==> config.mk <==
export PLATFORM = sky130hd
export DESIGN_NAME = uart_tx_fifo
export DESIGN_NICKNAME = d
export VERILOG_FILES = /design/src/rtl/uart_tx_fifo.sv
export SDC_FILE = /design/constraint.sdc
export NUM_CORES = 1
export LEC_CHECK = 0
export CORE_ASPECT_RATIO = 1.75
export CORE_MARGIN = 5
export CORE_UTILIZATION = 60
export DETAILED_ROUTE_END_ITERATION = 7
export DONT_BUFFER_PORTS = 1
export PLACE_DENSITY = 0.75
export SLEW_MARGIN = 20
export SYNTH_ARGS = -nofsm -noshare
export SYNTH_HDL_FRONTEND = slang
export SYNTH_SLANG_ARGS = --single-unit
==> constraint.sdc <==
create_clock -name clk -period 5.9 [get_ports clk]
set_clock_uncertainty 0.05 [all_clocks]
set_input_delay 0.59 -clock clk [delete_from_list [all_inputs] [get_ports clk]]
set_output_delay 0.59 -clock clk [all_outputs]
set_load 0.03 [all_outputs]
==> src/rtl/uart_tx_fifo.sv <==
// Byte FIFO between the host and the CoreUART transmitter, with registered read data.
// Define UART_TX_FIFO_OVF_EN to add the sticky overflow flag (ovf) and its clear (ovf_clr).
module uart_tx_fifo #(
   parameter int DEPTH_LOG2 = 4,
   parameter int WIDTH      = 8
) (
   input  logic                  clk,
   input  logic                  aresetn,
   input  logic                  flush,
   input  logic                  wr_en,
   input  logic [WIDTH-1:0]      wr_data,
   input  logic                  rd_n,
   output logic [WIDTH-1:0]      rd_data,
   output logic                  empty,
   output logic                  full,
   output logic [DEPTH_LOG2:0]   level
`ifdef UART_TX_FIFO_OVF_EN
   ,
   output logic                  ovf,
   input  logic                  ovf_clr
`endif
);

   localparam int DEPTH = 1 << DEPTH_LOG2;
   localparam logic [DEPTH_LOG2:0] PTR_INC = {{DEPTH_LOG2{1'b0}}, 1'b1};

   logic [WIDTH-1:0]    mem [DEPTH];
   logic [DEPTH_LOG2:0] wr_ptr;
   logic [DEPTH_LOG2:0] rd_ptr;
   logic                rd_acc;
   logic                wr_acc;

   // Status comes only from the registered pointers; the extra wrap bit separates full from empty.
   assign empty  = (wr_ptr == rd_ptr);
   assign full   = (wr_ptr[DEPTH_LOG2-1:0] == rd_ptr[DEPTH_LOG2-1:0]) &&
                   (wr_ptr[DEPTH_LOG2] != rd_ptr[DEPTH_LOG2]);
   assign level  = wr_ptr - rd_ptr;

   assign rd_acc = !rd_n && !empty;
   assign wr_acc = wr_en && (!full || rd_acc);

   always_ff @(posedge clk) begin
      if (wr_acc && !flush) begin
         mem[wr_ptr[DEPTH_LOG2-1:0]] <= wr_data;
      end
   end

   always_ff @(posedge clk or negedge aresetn) begin
      if (!aresetn) begin
         wr_ptr  <= '0;
         rd_ptr  <= '0;
         rd_data <= '0;
      end else if (flush) begin
         wr_ptr  <= '0;
         rd_ptr  <= '0;
         rd_data <= '0;
      end else begin
         if (wr_acc) begin
            wr_ptr <= wr_ptr + PTR_INC;
         end
         if (rd_acc) begin
            rd_data <= mem[rd_ptr[DEPTH_LOG2-1:0]];
            rd_ptr  <= rd_ptr + PTR_INC;
         end
      end
   end

`ifdef UART_TX_FIFO_OVF_EN
   // A dropped write sets the flag even when a clear arrives in the same cycle; flush leaves it alone.
   always_ff @(posedge clk or negedge aresetn) begin
      if (!aresetn) begin
         ovf <= 1'b0;
      end else if (wr_en && full && !rd_acc) begin
         ovf <= 1'b1;
      end else if (ovf_clr) begin
         ovf <= 1'b0;
      end
   end
`endif

endmodule

==> metrics.csv <==
metric,value,unit
outcome,completed,
h-tree-depth,4,
fillers,627,
p_per_area,393,mW/mm^2
drtIter0Drc,226,
p_switching,600,uW
startpoint_type,flip-flop,
clockRootBuffer,clkbuf_16,
cts_buffers,17,
rrSetupSlack,2.28,ns
gp_congestion,0.924,
yosysWarnings,0,
final_cell_area,0.00675,sq mm
antenna_found_initial,0,
clockBufferDepth,2,
drive_gt1_share,20.5,%
placed_area,0.00608,sq mm
synth_cell_types,35,
gr-total-overflow,0,
r2r_cells,6,
die-height,142,microns
clock_sinks,146,
synth.avg_cell_area,18.8,sq um
pre_cts_slack,2.33,ns
max-cap-violations,0,
min_period,3.62,ns
worst_hold_path_type,input port to flip-flop,
start_util,60.8,%
drt_pass1_iterations,4,
worst_slack,2.28,ns
swShare,22.6,%
cp_cell_sequence,"inv_2, ha_1, and4_1, a311oi_1, nand2_1, nor3_1",
num_rows,48,
drt-wirelength-per-cell,25.9,microns
fmax,276,MHz
yosysSeqAreaShare,71.7,%
internal_power,2050,uW
worst_pin_slew,1.06,ns
wl,12000,microns
r2r-end,mem[0][0]$_DFFE_PP_,
dp.cells,429,
ant_nets,0,
grt_first_pass_wirelength,18600,microns
crit_type,flip-flop to flip-flop,
reg2reg_from,rd_ptr[3]$_DFFE_PN0P_,
final_cells,462,
io_buffer_count,0,
crit_slowest_cell,nor3_1,
diodes,0,
seqPwrFrac,44.5,%
synthesis.area,0.00599,sq mm
multiInputGateArea,0.00158,sq mm
fp.coreArea,0.00985,sq mm
clock_power_share,43.6,%
cts-resized-gates,0,
maxSlewViolCount,0,
ios,28,
die_w,85.5,microns
total_power,2650,uW
pwr-share-comb,11.9,%
required,5.87,ns
finalSetupViolCount,0,
register_area,0.00430,sq mm
post-route-drc-count,0,
cts_tree,done,
final_nets,347,
peakVddDrop,0.260,mV
period_share,61.4,%
grt_start_max_net_pins,38,
synth_cells,319,
area_delta_synth_final,12.6,%
worstPathMaxFanout,17,
grt_setup_unrepaired,no,
routed_via_density,6.29,
finalHoldViolations,0,
cpPeakStageDelay,0.87,ns
grt_pass1_vias,3118,
endpoint_kind,flip-flop,
p_leak,0.00233,uW
crit_arrival,3.60,ns
vias,2905,
dp_hpwl,8020,microns
crit_path_end,mem[0][0]$_DFFE_PP_,
track_usage,21.9,%
insertion_delay,0.41,ns
postCtsSetupBuffers,0,
design.die.area,0.0122,sq mm
slew_headroom,27.5,%
startpoint,rd_ptr[3]$_DFFE_PN0P_,
synth_fp_nets,342,
setup_tns,0,ns
cts.reportedPaths.clkPinSlew,0.06,ns
synth.ff_latch_count,146,
state kept, by name, indices dropped and copies added (netlist names):
name,cells
rd_data,8
wr_ptr,5
mem,128
rd_ptr,5
kinds of logic (layout without fill, tap and decap cells):
| family | Yosys count | count (layout) | share of synthesized area, % |
|---|---|---|---|
| compound gates | 21 | 21 | 2.84 |
| xor+xnor | 13 | 13 | 2.03 |
| simple gates | 51 | 51 | 4.14 |
| flops | 146 | 146 | 71.7 |
| mux | 50 | 50 | 15.0 |
| buf+inv | 28 | 46 | 2.07 |
| fa+ha+maj | 10 | 10 | 2.21 |
what timing repair did:
action | in CTS | in global routing
endpoints found under the hold margin | 18 | 0
hold buffers | 1 | 0
endpoints found under the setup margin | 0 | 0
worst min-delay path by stage:
stage          startpoint                endpoint  slack [ns]  cells past startpoint
4_1_cts             flush   wr_ptr[4]$_DFFE_PN0P_        0.17                      1
2_1_floorplan     aresetn  rd_data[0]$_DFFE_PN0P_        0.24                      0
5_1_grt             flush   wr_ptr[4]$_DFFE_PN0P_        0.17                      1
6_report            flush   wr_ptr[4]$_DFFE_PN0P_        0.19                      1
3_5_place_dp      aresetn   rd_ptr[4]$_DFFE_PN0P_        0.24                      0
3_3_place_gp      aresetn   rd_ptr[4]$_DFFE_PN0P_        0.24                      0
per-layer routing:
layer / vias to the layer above / track usage (%) / routed length [microns]
met5: - / 0 / 0
met4: 0 / 12.2 / 656
met3: 30 / 6.26 / 573
met2: 105 / 36.5 / 6410
met1: 1495 / 25.2 / 4330
li1: 1275 / - / -
power groups by stage:
stage / registers (uW) / clock network, uW / logic, uW
5_1_grt: 1180 / 1230 / 343
4_1_cts: 1180 / 1170 / 322
3_5_place_dp: 1200 / 0 / 315
3_3_place_gp: 1200 / 0 / 312
2_1_floorplan: 1190 / 0 / 264
6_report: 1180 / 1160 / 316
metrics by stage:
stage	hold WS, ns	util (%)
floorplan	0.244	-
global placement	0.245	61.7
detailed placement	0.245	61.7
CTS	0.168	68.4
global route	0.166	68.5
finish	0.187	68.5
layout by cell type, fill, tap and decap left out, types with 3 or more instances in the layout:
cell / n
clkbuf_16: 17
a311oi_1: 3
dfrtp_1: 17
nor2_1: 23
edfxtp_1: 128
nand3b_1: 8
mux2i_1: 18
ha_1: 9
clkbuf_1: 3
mux4_2: 32
inv_1: 10
o221ai_1: 8
bufinv_16: 5
xnor2_1: 11
nand2_1: 8
clkinv_2: 3
area by class of cell:
class / instances / area share, %
Clock buffer: 22 / 6.88
Clock inverter: 10 / 2.71
Inverter: 11 / 0.612
Tap cell: 125 / 2.32
Sequential cell: 146 / 63.7
Timing Repair Buffer: 3 / 0.371
Multi-Input combinational cell: 145 / 23.5
critical path: cells and delay by family, from the launching register on:
kind                     cells  cell delay, ns
AND/OR/NAND/NOR              3            1.41
AO/OA/AOI/OAI                1            0.60
adder cells (fa/ha/maj)      1            0.38
buffers and inverters        1            0.39
flip-flops                   1            0.41
synth_stat cells:
| cell | n | area share [%] |
|---|---|---|
| o221ai_1 | 8 | 1.2 |
| edfxtp_1 | 128 | 64 |
| buf_1 | 3 | 0.19 |
| nor3_1 | 4 | 0.33 |
| and4_1 | 1 | 0.15 |
| o211ai_1 | 1 | 0.13 |
| ha_1 | 9 | 1.9 |
| clkbuf_1 | 6 | 0.38 |
| xnor2_1 | 11 | 1.6 |
| nand2b_1 | 2 | 0.21 |
| nor2b_1 | 1 | 0.10 |
| or3_1 | 2 | 0.21 |
| inv_1 | 10 | 0.63 |
| o21ai_2 | 1 | 0.15 |
| nand4_1 | 1 | 0.10 |
| buf_4 | 1 | 0.13 |
| inv_2 | 1 | 0.063 |
| a2111oi_0 | 2 | 0.29 |
| a31oi_1 | 1 | 0.10 |
| dfrtp_1 | 18 | 7.5 |
| o311ai_0 | 1 | 0.15 |
| buf_2 | 6 | 0.50 |
| fa_1 | 1 | 0.33 |
| nand3b_1 | 8 | 1.0 |
| nor2_1 | 23 | 1.4 |
| a21oi_1 | 2 | 0.17 |
| a311oi_1 | 3 | 0.44 |
| mux2i_1 | 18 | 3.0 |
| a21o_1 | 2 | 0.25 |
| mux4_2 | 32 | 12 |
| buf_6 | 1 | 0.19 |
| xor2_2 | 1 | 0.27 |
| xor2_1 | 1 | 0.15 |
| nand3_1 | 1 | 0.083 |
| nand2_1 | 8 | 0.50 |
(Power assumes the default switching activity.)
